File: config.mk
export PLATFORM = sky130hd
export DESIGN_NAME = decode_stage
export DESIGN_NICKNAME = d
export VERILOG_FILES = /design/src/rtl/decode_pkg.sv /design/src/rtl/decode_stage_field_extract.sv /design/src/rtl/decode_stage.sv
export SDC_FILE = /design/constraint.sdc
export NUM_CORES = 1
export LEC_CHECK = 0
export BUFFER_PORTS_ARGS = -buffer_cell sky130_fd_sc_hd__buf_2
export CAP_MARGIN = 20
export CORE_UTILIZATION = 25
export DETAILED_ROUTE_END_ITERATION = 16
export GPL_TIMING_DRIVEN = 1
export PLACE_DENSITY = 0.58
export SYNTH_ARGS = -nofsm -noshare
export SYNTH_HDL_FRONTEND = slang
export SYNTH_SLANG_ARGS = --single-unit
File: constraint.sdc
create_clock -name clock -period 1.6 [get_ports clock]
set_clock_uncertainty 0.1 [all_clocks]
set_input_delay 0.16 -clock clock [delete_from_list [all_inputs] [get_ports clock]]
set_output_delay 0.16 -clock clock [all_outputs]
set_load 0.02 [all_outputs]
File: src/rtl/decode_pkg.sv
// Shared widths, field offsets and the decoded-entry record for the decode stage.
package decode_pkg;

    // Default field widths; the decoded_t record is built from these.
    localparam int IW_DEF   = 16;
    localparam int OPW_DEF  = 4;
    localparam int RW_DEF   = 3;
    localparam int IMMW_DEF = 8;
    localparam int DW_DEF   = 16;
    localparam int CNTW_DEF = 16;

    // Field positions, packed MSB-down: opcode, rd, flag, ra, rb; imm sits in the low bits.
    localparam int OP_LSB   = IW_DEF - OPW_DEF;
    localparam int RD_LSB   = OP_LSB - RW_DEF;
    localparam int FLAG_BIT = RD_LSB - 1;
    localparam int RA_LSB   = FLAG_BIT - RW_DEF;
    localparam int RB_LSB   = RA_LSB - RW_DEF;

    typedef struct packed {
        logic [OPW_DEF-1:0]  opcode;
        logic [RW_DEF-1:0]   rd;
        logic                flag;
        logic [RW_DEF-1:0]   ra;
        logic [RW_DEF-1:0]   rb;
        logic [IMMW_DEF-1:0] imm;
        logic [DW_DEF-1:0]   imm_ext;
        logic                uses_imm;
        logic                writes;
        logic                illegal;
        logic                raw_hazard;
    } decoded_t;

    // Sign- or zero-extend the immediate depending on the flag bit.
    function automatic logic [DW_DEF-1:0] extend_imm(input logic [IMMW_DEF-1:0] imm,
                                                      input logic                flag);
        logic [DW_DEF-1:0] ext;
        ext = flag ? {DW_DEF{imm[IMMW_DEF-1]}} : '0;
        ext[IMMW_DEF-1:0] = imm;
        return ext;
    endfunction

endpackage

File: src/rtl/decode_stage_field_extract.sv
// Purely combinational split of a raw instruction into a decoded_t record.
// The hazard bit is left at zero; the stage fills it in at acceptance.
module field_extract
    import decode_pkg::*;
#(
    parameter logic [(2**OPW_DEF)-1:0] IMM_OPS     = 16'h0000,
    parameter logic [(2**OPW_DEF)-1:0] WRITE_OPS   = 16'hFFFF,
    parameter logic [(2**OPW_DEF)-1:0] ILLEGAL_OPS = 16'h0000
) (
    input  logic [IW_DEF-1:0] instr,
    output decoded_t          dec
);

    // Slice fields and look up the per-opcode class bits.
    always_comb begin
        dec            = '0;
        dec.opcode     = instr[OP_LSB +: OPW_DEF];
        dec.rd         = instr[RD_LSB +: RW_DEF];
        dec.flag       = instr[FLAG_BIT];
        dec.ra         = instr[RA_LSB +: RW_DEF];
        dec.rb         = instr[RB_LSB +: RW_DEF];
        dec.imm        = instr[IMMW_DEF-1:0];
        dec.imm_ext    = extend_imm(instr[IMMW_DEF-1:0], instr[FLAG_BIT]);
        dec.uses_imm   = IMM_OPS[instr[OP_LSB +: OPW_DEF]];
        dec.writes     = WRITE_OPS[instr[OP_LSB +: OPW_DEF]];
        dec.illegal    = ILLEGAL_OPS[instr[OP_LSB +: OPW_DEF]];
        dec.raw_hazard = 1'b0;
    end

endmodule

File: src/rtl/decode_stage.sv
// Pipelined instruction decode stage: valid/ready input, 2-entry skid buffer,
// RAW-hazard tagging against the previously accepted instruction, and a
// counter of output transfers. Field widths come from decode_pkg; the width
// parameters here size the ports and are expected to match the package.
//
// Handshake: a transfer happens on a rising edge where valid and ready are
// both 1. in_ready is !skid_valid (a flop), so it never depends on out_ready
// combinationally; out_* are held stable while out_valid=1 and out_ready=0.
module decode_stage
    import decode_pkg::*;
#(
    parameter int IW   = IW_DEF,
    parameter int OPW  = OPW_DEF,
    parameter int RW   = RW_DEF,
    parameter int IMMW = IMMW_DEF,
    parameter int DW   = DW_DEF,
    parameter logic [(2**OPW_DEF)-1:0] IMM_OPS     = 16'h0000,
    parameter logic [(2**OPW_DEF)-1:0] WRITE_OPS   = 16'hFFFF,
    parameter logic [(2**OPW_DEF)-1:0] ILLEGAL_OPS = 16'h0000,
    parameter int CNTW = CNTW_DEF
) (
    input  logic            clock,
    input  logic            reset,
    input  logic            flush,
    input  logic            in_valid,
    output logic            in_ready,
    input  logic [IW-1:0]   in_instr,
    output logic            out_valid,
    input  logic            out_ready,
    output logic [OPW-1:0]  out_opcode,
    output logic [RW-1:0]   out_rd,
    output logic            out_flag,
    output logic [RW-1:0]   out_ra,
    output logic [RW-1:0]   out_rb,
    output logic [IMMW-1:0] out_imm,
    output logic [DW-1:0]   out_imm_ext,
    output logic            out_uses_imm,
    output logic            out_writes,
    output logic            out_illegal,
    output logic            out_raw_hazard,
    output logic [CNTW-1:0] dec_count
);

    decoded_t        new_dec;
    decoded_t        new_entry;
    decoded_t        main_q, main_d;
    decoded_t        skid_q, skid_d;
    logic            main_valid_q, main_valid_d;
    logic            skid_valid_q, skid_valid_d;
    logic [RW-1:0]   last_rd_q, last_rd_d;
    logic            last_wr_q, last_wr_d;
    logic [CNTW-1:0] dec_count_q, dec_count_d;
    logic            in_xfer;
    logic            out_xfer;

    field_extract #(
        .IMM_OPS     (IMM_OPS),
        .WRITE_OPS   (WRITE_OPS),
        .ILLEGAL_OPS (ILLEGAL_OPS)
    ) u_field_extract (
        .instr (in_instr),
        .dec   (new_dec)
    );

    assign in_xfer  = in_valid & in_ready;
    assign out_xfer = main_valid_q & out_ready;

    // Tag the incoming instruction against the last accepted writer.
    always_comb begin
        new_entry            = new_dec;
        new_entry.raw_hazard = last_wr_q &
                               ((new_dec.ra == last_rd_q) |
                                (!new_dec.uses_imm & (new_dec.rb == last_rd_q)));
    end

    // Next-state for the two entries, the hazard tracker and the counter.
    always_comb begin
        main_d       = main_q;
        skid_d       = skid_q;
        main_valid_d = main_valid_q;
        skid_valid_d = skid_valid_q;
        last_rd_d    = last_rd_q;
        last_wr_d    = last_wr_q;
        dec_count_d  = dec_count_q + {{(CNTW-1){1'b0}}, out_xfer};

        if (flush) begin
            // Drop both entries and any instruction arriving this cycle;
            // data fields keep their old values.
            main_valid_d = 1'b0;
            skid_valid_d = 1'b0;
            last_rd_d    = '0;
            last_wr_d    = 1'b0;
        end else begin
            if (in_xfer) begin
                last_rd_d = new_dec.rd;
                last_wr_d = new_dec.writes;
            end

            if (!main_valid_q || out_xfer) begin
                // Main is free this cycle: the older skid entry goes first.
                if (skid_valid_q) begin
                    main_d       = skid_q;
                    main_valid_d = 1'b1;
                    if (in_xfer) begin
                        skid_d       = new_entry;
                        skid_valid_d = 1'b1;
                    end else begin
                        skid_valid_d = 1'b0;
                    end
                end else if (in_xfer) begin
                    main_d       = new_entry;
                    main_valid_d = 1'b1;
                end else begin
                    main_valid_d = 1'b0;
                end
            end else if (in_xfer) begin
                // Main is stalled: park the new instruction in the skid slot.
                skid_d       = new_entry;
                skid_valid_d = 1'b1;
            end
        end
    end

    // State registers; reset wins over flush and any handshake.
    always_ff @(posedge clock) begin
        if (!reset) begin
            main_q       <= '0;
            skid_q       <= '0;
            main_valid_q <= 1'b0;
            skid_valid_q <= 1'b0;
            last_rd_q    <= '0;
            last_wr_q    <= 1'b0;
            dec_count_q  <= '0;
        end else begin
            main_q       <= main_d;
            skid_q       <= skid_d;
            main_valid_q <= main_valid_d;
            skid_valid_q <= skid_valid_d;
            last_rd_q    <= last_rd_d;
            last_wr_q    <= last_wr_d;
            dec_count_q  <= dec_count_d;
        end
    end

    assign in_ready       = !skid_valid_q;
    assign out_valid      = main_valid_q;
    assign out_opcode     = main_q.opcode;
    assign out_rd         = main_q.rd;
    assign out_flag       = main_q.flag;
    assign out_ra         = main_q.ra;
    assign out_rb         = main_q.rb;
    assign out_imm        = main_q.imm;
    assign out_imm_ext    = main_q.imm_ext;
    assign out_uses_imm   = main_q.uses_imm;
    assign out_writes     = main_q.writes;
    assign out_illegal    = main_q.illegal;
    assign out_raw_hazard = main_q.raw_hazard;
    assign dec_count      = dec_count_q;

endmodule

* Word level (Yosys, flattened, before mapping) *
Memory sizes are Yosys's and may differ from the RTL's.
Index checks and enable logic that the tools add are counted.

word-level totals
  bits of input ports = 21
  memory bits (read-only) = 32
  memories = 2
  logic and storage cells = 63
  bits in registers = 106
  output and inout port bits = 60

operators by class
  $lt $le $gt $ge = 1
  reductions and logical operators = 9
  bitwise operators = 7
  mux-type cells = 13
  $add $sub $neg = 1
  equal/unequal tests = 3

memories
  memory            words  width  rd ports  clocked after memory_dff  write ports  RTL line                          text
  (name not given)  16     1      1         0                         0            decode_stage_field_extract.sv:25  dec.writes = WRITE_OPS[instr[OP_LSB +: OPW_DEF]];
  (name not given)  16     1      1         0                         0            decode_stage_field_extract.sv:24  dec.uses_imm = IMM_OPS[instr[OP_LSB +: OPW_DEF]];

operator list
  cell                                                                   number
  42-bit two-way mux                                                     5
  16-bit by 1-bit adder with 16-bit output                               1
  16-bit two-way mux                                                     1
  1-bit two-way mux                                                      7
  3-bit equality test                                                    2
  4-bit by 5-bit < comparator with 1-bit output (second input constant)  1
  1-bit AND                                                              4
  2-bit nonzero test                                                     2
  1-bit logical NOT                                                      3
  3-bit AND reduction                                                    1
  2-bit != test (second input constant)                                  1
  1-bit inverter                                                         2
  2-bit AND reduction                                                    1
  2-bit OR reduction                                                     1
  1-bit logical OR                                                       1
  1-bit bitwise OR                                                       1

* Longest topological paths before layout *
  word-level depth = 9
  gate-level depth with buffers = 7
  gate-level depth less buffers = 7

* Cells and area by module *
A second synthesis with hierarchy kept.

unflattened totals
  cells, all modules = 522
  area, all modules = 4,835.9 µm²

by module, submodules not included
  module         sequential area each (µm²)  cells each  times used  area an instance (µm²)
  decode_stage   2,122.0                     478         1           4,514.3
  field_extract  0.0                         44          1           321.6

* Worst setup path after synthesis *
No wires, ideal clock.

  kind = register to register
  start point = register main_valid_q, in the netlist out_valid
  end point = register dec_count_q[14], in the netlist dec_count[14]
  required time = 1.428 ns
  clock period less this slack = 1.902 ns
  cell stages (with the launch flop) = 8
  path buffers = 0
  slack = -0.302 ns
  arrival time = 1.730 ns
  cells stage by stage = dfxtp_1 and2_1 ha_1 ha_1 inv_1 nor3_1 and4_1 mux2i_1

between the ends
  cells in the longest elaborated chain, start to end = 2

RTL lines
  what                                      RTL line             text
  from (decl)                               decode_stage.sv:48   logic main_valid_q, main_valid_d;
  from (signal assigned)                    decode_stage.sv:137  main_valid_q <= main_valid_d;
  1-bit AND                                 decode_stage.sv:66   assign out_xfer = main_valid_q & out_ready;
  16-bit by 1-bit adder with 16-bit output  decode_stage.sv:84   dec_count_d = dec_count_q + {{(CNTW-1){1'b0}}, out_xfer};
  to (signal assigned)                      decode_stage.sv:141  dec_count_q <= dec_count_d;
  to (decl)                                 decode_stage.sv:52   logic [CNTW-1:0] dec_count_q, dec_count_d;

No other way between the ends.
A chain may end at the register's enable or synchronous reset.

* Final worst setup path *
  start point = register main_valid_q, in the netlist out_valid
  end point = register dec_count_q[15], in the netlist dec_count[15]

Same word-level chain as after synthesis.

==> flow_summary.json <==
{
  "synth_async_sr_flop_share_pct": 0,
  "cellLeakagePower_nw": 1.51,
  "drive_above_1_share_pct": 37.8,
  "rsz0062_at_grt": "yes",
  "crit_start": "out_valid",
  "synth.area.mux_share_pct": 13.3,
  "setup_viol": 1,
  "vias": 2233,
  "synth_top_cells_by_area": "dfxtp_1, mux2i_1, nor2_1",
  "drt.antenna.violating_nets": 0,
  "n_antenna_cell": 0,
  "startpoint_type": "flip-flop",
  "num-nets-final": 394,
  "ir_worst_vdd_uv": 290,
  "r2r_cells": 6,
  "grt_use_total_pct": 11.7,
  "cp.depth": 6,
  "avgSynthCellArea_um2": 9.45,
  "ys_seq_area_share_pct": 44.5,
  "hold_violations": 0,
  "path_class": "reg -> reg",
  "arrival_ps": 1780,
  "synth-seq-cells": 60,
  "hold_path_class": "in -> reg",
  "cts.path.max_buffers": 2,
  "layout.cells.non_filler": 512,
  "die_area_mm2": 0.0112,
  "synth_xor_xnor_area_share_pct": 4.86,
  "rrSetupSlack_ps": -3,
  "antenna_found_initial": 0,
  "fin_ws_ps": -2.99,
  "rows": 37,
  "power_density_mw_per_mm2": 898,
  "crit_path_end_kind": "flip-flop",
  "fin_crit_ps": 1600,
  "pin_count": 81,
  "htreeDepth": 3,
  "grt_pass1_wl_um": 10100,
  "cp-endpoint": "dec_count[15]",
  "start_util_pct": 25.9,
  "dr.pass1.iters": 4,
  "synth-edff-count": 0,
  "synth_top_family_by_area": "simple AND/OR/NAND/NOR gates",
  "cp.required_ps": 1770,
  "cp_cell_sequence": "and2_4 > ha_4 > nand3_2 > nor3_4 > or3b_1 > a21oi_1",
  "drt_first_iter_violations": 65,
  "yosys.area_share.simple_pct": 18.7,
  "synth_area_mm2": 0.00270,
  "regToRegEndpoint": "dec_count[15]",
  "port_buffers": 78,
  "tritoncts": "built",
  "grt_max_degree": 50,
  "critPathMaxStageDelay_ps": 350,
  "wl_per_cell_um": 12.8,
  "synth_compound_area_share_pct": 8.11,
  "first_global_vias": 2113,
  "regToRegStartpoint": "out_valid",
  "path_max_fanout": 4,
  "core_area_mm2": 0.0104,
  "die_h_um": 106,
  "cts_made_buffers": 9,
  "fin_area_mm2": 0.00365,
  "dpl.hpwl_um": 4290,
  "gp_congestion": 0.721,
  "yosys.area.top_type": "dfxtp_1",
  "vias_per_cell": 4.36,
  "outcome": "finished, violations left",
  "ys_types": 38,
  "finish.utilization_pct": 35.1,
  "clock_latency_ps": 340,
  "fmax_mhz": 624,
  "cts_root_buf": "clkbuf_8",
  "violations": "negative setup slack",
  "area_delta_synth_final_pct": 35.2,
  "synth_top_area_share_pct": 44.5,
  "maxCapViolCount": 0,
  "netlist_instances": 286,
  "slew_violations": 0,
  "die_w_um": 106,
  "grt_overflow": 0,
  "ys.flop_type": "dfxtp_1",
  "place_area_mm2": 0.00322,
  "drc": 0,
  "synthAdderAreaFrac_pct": 0.926,
  "path_clk_slew_ps": 80,
  "routed_wl_um": 6570,
  "ys_warn_count": 0,
  "cp_num_buf_inv": 0,
  "cp_slowest_cell": "dfxtp_4",
  "clkSinkCount": 60,
  "dp.cells": 478,
  "fin_crit_sh_pct": 100,
  "cp_top_family": "simple AND/OR/NAND/NOR gates",
  "dp_slack_ps": -12.1
}
[cell usage after synthesis (2+ instances only)]
cell type / number
or2_2: 2
inv_1: 4
dfxtp_1: 60
mux2i_1: 36
o21ai_0: 4
ha_1: 2
and2_1: 3
nand2b_1: 4
buf_4: 26
nor3_1: 2
nor2b_1: 2
xnor2_1: 8
nor3_4: 2
clkbuf_1: 6
a21oi_1: 5
nor4_1: 4
and4_1: 2
xor2_1: 7
buf_2: 3
nor2_1: 54
nand2_1: 8
nand3_1: 8
a211oi_1: 19
[stage by stage]
| stage | TNS, ps | hold WS (ps) | power (W) |
|---|---|---|---|
| final | -2.99 | 29.1 | 0.00328 |
| after global routing | -400 | 21.1 | 0.00344 |
| after CTS | 0 | 11.6 | 0.00328 |
| after detailed placement | -12.1 | 327 | 0.00197 |
| after global placement | 0 | 313 | 0.00196 |
| after floorplan | 0 | 207 | 0.00187 |
[registers in the layout, indices dropped and copies added (netlist names)]
| name | flops |
|---|---|
| out_writes | 1 |
| out_imm_ext | 2 |
| last_wr_q | 1 |
| out_imm | 3 |
| out_raw_hazard | 1 |
| dec_count | 16 |
| out_ra | 2 |
| out_flag | 1 |
| last_rd_q | 3 |
| out_opcode | 4 |
| out_rd | 3 |
| out_rb | 2 |
| out_valid | 1 |
| skid_q | 19 |
| skid_valid_q | 1 |
[layout make-up]
cell class / count / area (µm²)
Inverter: 4 / 15.0
Fill cell: 1072 / 6760
Timing Repair Buffer: 110 / 731
Multi-Input combinational cell: 186 / 1340
Clock inverter: 3 / 18.8
Tap cell: 136 / 170
Clock buffer: 13 / 169
Sequential cell: 60 / 1210
[logic make-up (layout without fill, tap and decap cells)]
kind of cell	count (synthesis)	after routing
AO/OA/AOI/OAI	32	32
adder cells (fa/ha/maj)	2	2
flip-flops	60	60
other	1	2
XOR/XNOR	15	15
buffers and inverters	41	130
AND/OR/NAND/NOR	99	99
multiplexers	36	36
[timing repair]
action,CTS,global route
hold endpoints to repair,11,0
gates resized for setup,1,11
pin swaps,3,2
endpoints found under the setup margin,2,30
setup buffers,1,4
hold buffers,11,0
cloned,0,2
[metal layers]
layer	up-vias	wire length [µm]	GRT usage, %
met1	1029	3130	14.3
met5	-	0	0
met2	68	3020	19.2
li1	1129	-	-
met4	0	70	3.87
met3	7	349	4.17
[report_power, final]
group | switching (W) | internal, W | leakage, nW
logic | 0.000249 | 0.000175 | 0.922
registers | 0.0000289 | 0.00154 | 0.490
clock network | 0.000601 | 0.000688 | 0.0960
[how the worst min path moves through the flow]
stage | depth (start not counted) | from | to
2_1_floorplan | 2 | in_instr[6] | skid_q[10]
3_3_place_gp | 3 | in_instr[12] | skid_q[38]
3_5_place_dp | 3 | in_instr[13] | skid_q[39]
4_1_cts | 3 | in_instr[8] | skid_q[34]
5_1_grt | 3 | in_instr[5] | skid_q[9]
6_report | 3 | in_instr[8] | skid_q[34]
[tightest hold or removal path, stage by stage]
cell and delay (ps):
buf_2 110, mux2i_1 70, nor2_1 70
[cell usage in the layout (no fill, tap or decap), drive strengths merged, types with 3 or more instances in the layout]
master       Yosys  layout
a21oi            5       5
nor4             4       4
nand2b           4       4
nor2            54      54
a211oi          19      19
nand2            8       8
buf             30      97
dlygate4sd3      0      11
and2             3       3
xor2             7       7
dfxtp           60      60
mux2i           36      36
nand3            8       8
inv              4       5
o21ai            4       4
nor3             4       4
clkbuf           7      15
xnor2            8       8
Power figures use the tool's default switching activity.
